<file path="src/rtl/imem_loader.sv">
// Boot loader: assembles a framed big-endian byte stream into 32-bit words,
// writes them into instruction memory and holds the CPU in reset until done.
module imem_loader #(
    parameter int unsigned ADDR_WIDTH     = 10,
    parameter logic [7:0]  SYNC_BYTE      = 8'hA5,
    parameter int unsigned TIMEOUT_CYCLES = 1000000
) (
    input  logic                  clock,
    input  logic                  reset,
    input  logic                  start,
    input  logic                  rx_valid,
    input  logic [7:0]            rx_data,
    output logic                  rx_ready,
    output logic                  imem_we,
    output logic [ADDR_WIDTH-1:0] imem_addr,
    output logic [31:0]           imem_wd,
    output logic                  cpu_reset,
    output logic                  busy,
    output logic                  done,
    output logic                  error,
    output logic [ADDR_WIDTH:0]   words_loaded
);

    localparam int unsigned TW        = $clog2(TIMEOUT_CYCLES + 1);
    localparam logic [31:0] MAX_WORDS = 32'd1 << ADDR_WIDTH;

    typedef enum logic [2:0] {
        S_IDLE, S_SYNC, S_LEN_HI, S_LEN_LO, S_DATA, S_WRITE, S_DONE, S_ERROR
    } state_t;

    state_t                state;
    state_t                state_next;
    logic [15:0]           count;
    logic [31:0]           word;
    logic [ADDR_WIDTH-1:0] word_idx;
    logic [1:0]            byte_idx;
    logic [TW-1:0]         tcnt;

    logic        accept;
    logic        start_ok;
    logic        timed;
    logic        timeout_hit;
    logic        last_word;
    logic [15:0] len_full;

    // Moore decodes of the state register
    assign rx_ready  = (state == S_SYNC) || (state == S_LEN_HI) ||
                       (state == S_LEN_LO) || (state == S_DATA);
    assign imem_we   = (state == S_WRITE);
    assign busy      = rx_ready || (state == S_WRITE);
    assign done      = (state == S_DONE);
    assign error     = (state == S_ERROR);
    assign cpu_reset = reset || !((state == S_IDLE) || (state == S_DONE));
    assign imem_addr = word_idx;
    assign imem_wd   = word;

    assign accept      = rx_valid && rx_ready;
    assign start_ok    = start && ((state == S_IDLE) || (state == S_DONE) || (state == S_ERROR));
    assign timed       = (state == S_LEN_HI) || (state == S_LEN_LO) || (state == S_DATA);
    assign timeout_hit = timed && !accept && (tcnt == TW'(TIMEOUT_CYCLES - 1));
    assign len_full    = {count[15:8], rx_data};
    // words_loaded is one bit wider than the address, so a full-depth image compares cleanly
    assign last_word   = ((32'(words_loaded) + 32'd1) == 32'(count));

    always_ff @(posedge clock or posedge reset) begin
        if (reset) begin
            state <= S_IDLE;
        end else begin
            state <= state_next;
        end
    end

    always_comb begin
        state_next = state;
        case (state)
            S_IDLE: begin
                if (start_ok) state_next = S_SYNC;
            end
            S_SYNC: begin
                if (accept && (rx_data == SYNC_BYTE)) state_next = S_LEN_HI;
            end
            S_LEN_HI: begin
                if (accept)           state_next = S_LEN_LO;
                else if (timeout_hit) state_next = S_ERROR;
            end
            S_LEN_LO: begin
                if (accept) begin
                    if (len_full == 16'd0)                state_next = S_DONE;
                    else if (32'(len_full) > MAX_WORDS)   state_next = S_ERROR;
                    else                                  state_next = S_DATA;
                end else if (timeout_hit) begin
                    state_next = S_ERROR;
                end
            end
            S_DATA: begin
                if (accept && (byte_idx == 2'd3)) state_next = S_WRITE;
                else if (timeout_hit)             state_next = S_ERROR;
            end
            S_WRITE: begin
                state_next = last_word ? S_DONE : S_DATA;
            end
            S_DONE: begin
                if (start_ok) state_next = S_SYNC;
            end
            S_ERROR: begin
                if (start_ok) state_next = S_SYNC;
            end
            default: state_next = S_IDLE;
        endcase
    end

    // Datapath: length capture, word assembly, write indices and idle timer
    always_ff @(posedge clock or posedge reset) begin
        if (reset) begin
            count        <= '0;
            word         <= '0;
            word_idx     <= '0;
            byte_idx     <= '0;
            words_loaded <= '0;
            tcnt         <= '0;
        end else begin
            if (accept || !timed || (state_next != state)) begin
                tcnt <= '0;
            end else begin
                tcnt <= tcnt + TW'(1);
            end

            if (start_ok) begin
                word_idx     <= '0;
                byte_idx     <= '0;
                words_loaded <= '0;
            end

            if (accept) begin
                case (state)
                    S_LEN_HI: count[15:8] <= rx_data;
                    S_LEN_LO: count[7:0]  <= rx_data;
                    S_DATA: begin
                        word     <= {word[23:0], rx_data};
                        byte_idx <= byte_idx + 2'd1;
                    end
                    default: ;
                endcase
            end

            if (state == S_WRITE) begin
                word_idx     <= word_idx + ADDR_WIDTH'(1);
                words_loaded <= words_loaded + (ADDR_WIDTH + 1)'(1);
            end
        end
    end

endmodule
</file>
<file path="config.mk">
export PLATFORM = sky130hd
export DESIGN_NAME = imem_loader
export DESIGN_NICKNAME = d
export VERILOG_FILES = /design/src/rtl/imem_loader.sv
export SDC_FILE = /design/constraint.sdc
export NUM_CORES = 1
export LEC_CHECK = 0
export ABC_AREA = 0
export CELL_PAD_IN_SITES_DETAIL_PLACEMENT = 1
export CELL_PAD_IN_SITES_GLOBAL_PLACEMENT = 2
export CORE_MARGIN = 2
export CORE_UTILIZATION = 35
export DETAILED_ROUTE_END_ITERATION = 8
export PLACE_DENSITY_LB_ADDON = 0.08
export SLEW_MARGIN = 40
export SYNTH_ARGS = -nofsm -noshare
export SYNTH_HDL_FRONTEND = slang
export SYNTH_SLANG_ARGS = --single-unit
export TNS_END_PERCENT = 30
</file>
<file path="constraint.sdc">
create_clock -name clock -period 4.6 [get_ports clock]
set_clock_uncertainty 0.15 [all_clocks]
set_input_delay 1.38 -clock clock [delete_from_list [all_inputs] [get_ports clock]]
set_output_delay 1.38 -clock clock [all_outputs]
set_load 0.005 [all_outputs]
</file>
Word-level counts from Yosys, hierarchy flattened
Cells that the tools add are included.
{ "classes": {"n_mux": 18, "n_eq_ne": 12, "add_sub_neg": 5, "reduce_logical": 27, "n_lt_le_gt_ge": 1} }
{ "op_table": {"columns": ["op", "n"], "rows": [
  ["2-to-1 mux 11 bit", 2],
  ["adder 20 x 1 -> 20 bit, second input constant", 1],
  ["== test 20 bit, second input constant", 1],
  ["2-to-1 mux 10 bit", 2],
  ["2-to-1 mux 20 bit", 1],
  ["2-to-1 mux 3 bit", 6],
  ["case mux 3 bit (6 select lines)", 1],
  ["== test 12 x 16 -> 1 bit", 1],
  ["greater-than comparator 16 x 11 -> 1 bit, second input constant", 1],
  ["logical NOT 16 bit", 1],
  ["adder 11 x 1 -> 12 bit, second input constant", 1],
  ["== test 3 bit, second input constant", 4],
  ["2-to-1 mux 2 bit", 6],
  ["adder 11 x 1 -> 11 bit, second input constant", 1],
  ["logical OR 1 bit", 11],
  ["adder 10 x 1 -> 10 bit, second input constant", 1],
  ["== test 8 bit, second input constant", 1],
  ["== test 3 x 2 -> 1 bit, second input constant", 2],
  ["logical AND 1 bit", 6],
  ["AND reduction 2 bit", 3],
  ["== test 3 x 1 -> 1 bit, second input constant", 1],
  ["logical NOT 1 bit", 3],
  ["logical NOT 3 bit", 1],
  ["!= test 3 bit", 1],
  ["other kinds (4)", 4]
]} }
{ "totals": {"ff_bits": 94, "input_bits": 12, "output_inout_bits": 59, "elab_cells": 71} }

Logic depth before layout (Yosys ltp)
Gate-level depths: netlist (run 1).
{ "depth": {"ltp_word": 14, "depth_mapped": 8} }

Worst setup path before layout (run 1)
Ideal clock, no wire load.
{ "synth_timing": {"path_kind": "input-to-output", "start": "input reset", "end": "output cpu_reset", "cell_stages": 1, "t_required_ns": 3.070, "t_arrival_ns": 1.893, "path_slack_ns": 1.177, "n_path_buf": 0, "cell_sequence": "or4_1"} }
{ "synth_via": {"elab_chain_len": 1} }
{ "synth_rtl": {"columns": ["element", "line_no", "source"], "rows": [
  ["start: declaration", "9", "input logic reset,"],
  ["logical OR 1 bit", "53", "assign cpu_reset = reset || !((state == S_IDLE) || (state == S_DONE));"],
  ["end: declaration", "17", "output logic cpu_reset,"]
]} }
Every way passes these cells.

Worst setup path after layout (run 1)
Ends and elaborated chain as after synthesis.

==> summary.txt, run 1 <==
Place
  – RePlAce Congestion: between 0.8 and 0.9
  – Number of buffers added on ports: 70
  – Detailed Place HPWL: between 7000 and 8000 microns

Power and ir drop
  – Tot Pwr: 3.17 mW
  – Net Sw Power: 1.01 mW
  – Peak VDD IR: around 300 uV
  – Switch share: 0.319
  – Pleak: ~2.3 nW
  – Comb pwr share: 0.345
  – Power Density: around 550 mW/mm^2
  – Clock group share of total power: 0.247
  – Int Power: between 2 and 2.5 mW
  – Sequential share of power: 0.408

Clocking
  – Clk Tree Root Cell: clkbuf_16
  – CTS Hold Bufs: 0
  – Reg clk slew, reported paths: approximately 0.060 ns
  – # H-tree levels: 3
  – Num CTS Buffers: 9
  – Worst skew pair latency: between 0.3 and 0.4 ns
  – CTS max path bufs: 2
  – CTS tree: done
  – CTS-repair resized insts: 0
  – CTS sink count: 94
  – Post-CTS setup buffer count: 0

Yosys
  – Syn Nets: ~460
  – EDFF count, synth: 0
  – Synthesized area: about 0.0046 sq mm
  – Yosys warns: 0
  – Synth cell types: 55
  – Seq/Total Area, Yosys: 0.510
  – Synth async-reset ratio: 1.00
  – Cells after Synth: between 400 and 500
  – Top FF cell, synth: dfrtp_1
  – Avg Cell Area, Syn: between 10 and 15 sq um
  – Synth Register Bits: 94

Setup path
  – CP Launch Type: input pin
  – Crit path DAT: 2.82 ns
  – Worst Setup End Kind: output port
  – Max FO, Critical Path: 2
  – Critical Path RT: roughly 3 ns
  – CP Class: input pin to output port

Global route
  – Vias in the first global route: around 3.6k
  – Gr ovfl total: 0
  – Antenna violations before repair: 0
  – Global-route wire length before repair: about 19,000 microns
  – Tot GR Track Use: 0.168
  – Largest net degree at the start of global routing: 55

Floorplanning
  – Die width: between 100 and 150 microns
  – Core footprint: 0.0127 sq mm
  – IO Pins: 71
  – Die Ht: 119 microns
  – Die ar.: approximately 0.014 sq mm
  – Row count: between 40 and 50
  – Starting Density: 0.362

STA
  – Final setup viols: 0
  – Final hold vios: 0
  – Period Utilization, post-route: 0.946
  – RSZ-0062 raised after global routing: false
  – Least-Margin Pin Slew: roughly 0.63 ns
  – Setup_tns: 0 ns
  – Slew Limit Fails: 0
  – Max frequency: between 0.2 and 0.25 GHz
  – Tmin final: around 4.4 ns
  – Rel. slew slack: 0.577

Layout
  – Antenna Cells: 0
  – Synth-to-Final Area Change: 25.2%
  – Layout Nets: 518
  – Commonest non-fill, non-tap cell in the layout: dfrtp_1
  – Most frequent cells in the layout: dfrtp_1, clkdlybuf4s50_1, nor2_1
  – # fillers: 1,447
  – Share of cells above drive strength 1: 0.0966

Status
  – Status: finished clean

Detailed routing
  – # DRC: 0
  – Routed vias/inst: a little over 5
  – WL/cell: between 15 and 20 microns
  – Vias: roughly 3.5k
  – DR pass1 iterations: 4
  – DRT antenna net count: 0
  – DRT Wirelength: 11,200 microns
  – Initial drt markers: approximately 130

Flow run
  – Max_cap viols: 0

Hold path
  – Hold Crit Class: flip-flop to flip-flop
-- cells in the mapped netlist, types with 6 or more instances --
master	instances	area share
a21oi_1	9	0.0098
and3_1	8	0.011
buf_2	14	0.015
clkbuf_1	8	0.0065
dfrtp_1	94	0.51
inv_1	14	0.011
mux2_1	26	0.064
mux2_2	19	0.046
nand2_1	35	0.028
nand3_1	20	0.022
nand4_1	12	0.016
nor2_1	43	0.035
nor3_1	6	0.0065
nor4_1	7	0.0095
o21ai_0	22	0.024
o21ai_1	11	0.012
xnor2_1	18	0.034
xor2_1	13	0.025
-- final timing paths --
| kind | start | to | slack (ns) | cells after the start |
|---|---|---|---|---|
| setup reg to reg | state[2] | state[1] | 2.01 | 9 |
| hold reg to reg | tcnt[0] | tcnt[0] | 0.30 | 1 |
| min in group asynchronous | reset | tcnt[18] | 1.33 | 2 |
| max in group asynchronous | reset | count[10] | 2.30 | 3 |
| setup / recovery | reset | cpu_reset | 0.25 | 3 |
| hold / removal | tcnt[0] | tcnt[0] | 0.30 | 1 |
-- stage by stage --
step	worst slack (ns)	instance area [sq um]	hold slack [ns]	instances	utilization
2_1_floorplan	0.621	4610	0.274	442	-
3_3_place_gp	0.290	5450	0.289	663	0.429
3_5_place_dp	0.269	5450	0.295	663	0.429
4_1_cts	0.264	5770	0.304	679	0.454
5_1_grt	0.208	5770	0.333	679	0.454
6_report	0.248	5770	0.299	679	0.454
-- metal layers --
layer  track usage  routed length (microns)  vias to the layer above
met5             0                        0                        -
met4        0.0491                      139                        0
met3        0.0434                      368                        9
met2         0.268                     5410                       50
met1         0.224                     5270                     1780
li1              -                        -                     1690
-- registers in the layout, indices dropped and copies added, names as in the netlist --
name,flops
byte_idx,2
count,16
imem_addr,10
imem_wd,32
state,3
tcnt,20
words_loaded,11
-- power groups by stage --
stage | logic, mW | clock network [mW] | registers (mW)
2_1_floorplan | 0.613 | 0 | 1.25
3_3_place_gp | 1.10 | 0 | 1.30
3_5_place_dp | 1.11 | 0 | 1.32
4_1_cts | 1.12 | 0.818 | 1.30
5_1_grt | 1.22 | 0.857 | 1.34
6_report | 1.10 | 0.784 | 1.29
-- kinds of logic (layout without fill, tap and decap cells) --
family	count (synthesis)	after routing	share of synthesized area
DFF	94	94	0.510
adders and majority gates	4	4	0.0109
xor gates and xnor gates	31	31	0.0589
AOI/OAI and AO/OA	71	71	0.0966
and+or+nand+nor	159	159	0.178
buffers and inverters	38	103	0.0356
muxes	45	45	0.110
-- critical path: stages --
cell	delay [ns]
clkdlybuf4s50_1	0.46
or4_1	0.52
clkdlybuf4s50_1	0.46
-- cell type report --
| class | instances | area [sq um] | share of cell area |
|---|---|---|---|
| clock inverters | 5 | 63.8 | 0.0111 |
| inverters | 14 | 55.1 | 0.00954 |
| multi-input cells | 310 | 2100 | 0.363 |
| well taps | 172 | 215 | 0.0373 |
| flip-flops and latches | 94 | 2350 | 0.408 |
| repair buffers | 73 | 736 | 0.127 |
| clock buffers | 11 | 253 | 0.0438 |
(Power assumes the default switching activity.)
==> inputs of run 2 (changes only) <==
--- a/config.mk
+++ b/config.mk
@@ -16,4 +16,4 @@
 export SYNTH_ARGS = -nofsm -noshare
 export SYNTH_HDL_FRONTEND = slang
 export SYNTH_SLANG_ARGS = --single-unit
-export TNS_END_PERCENT = 30
+export TNS_END_PERCENT = 50
==> results of run 2 <==
No change in the layout: final DEF, timing and power equal those of run 1.
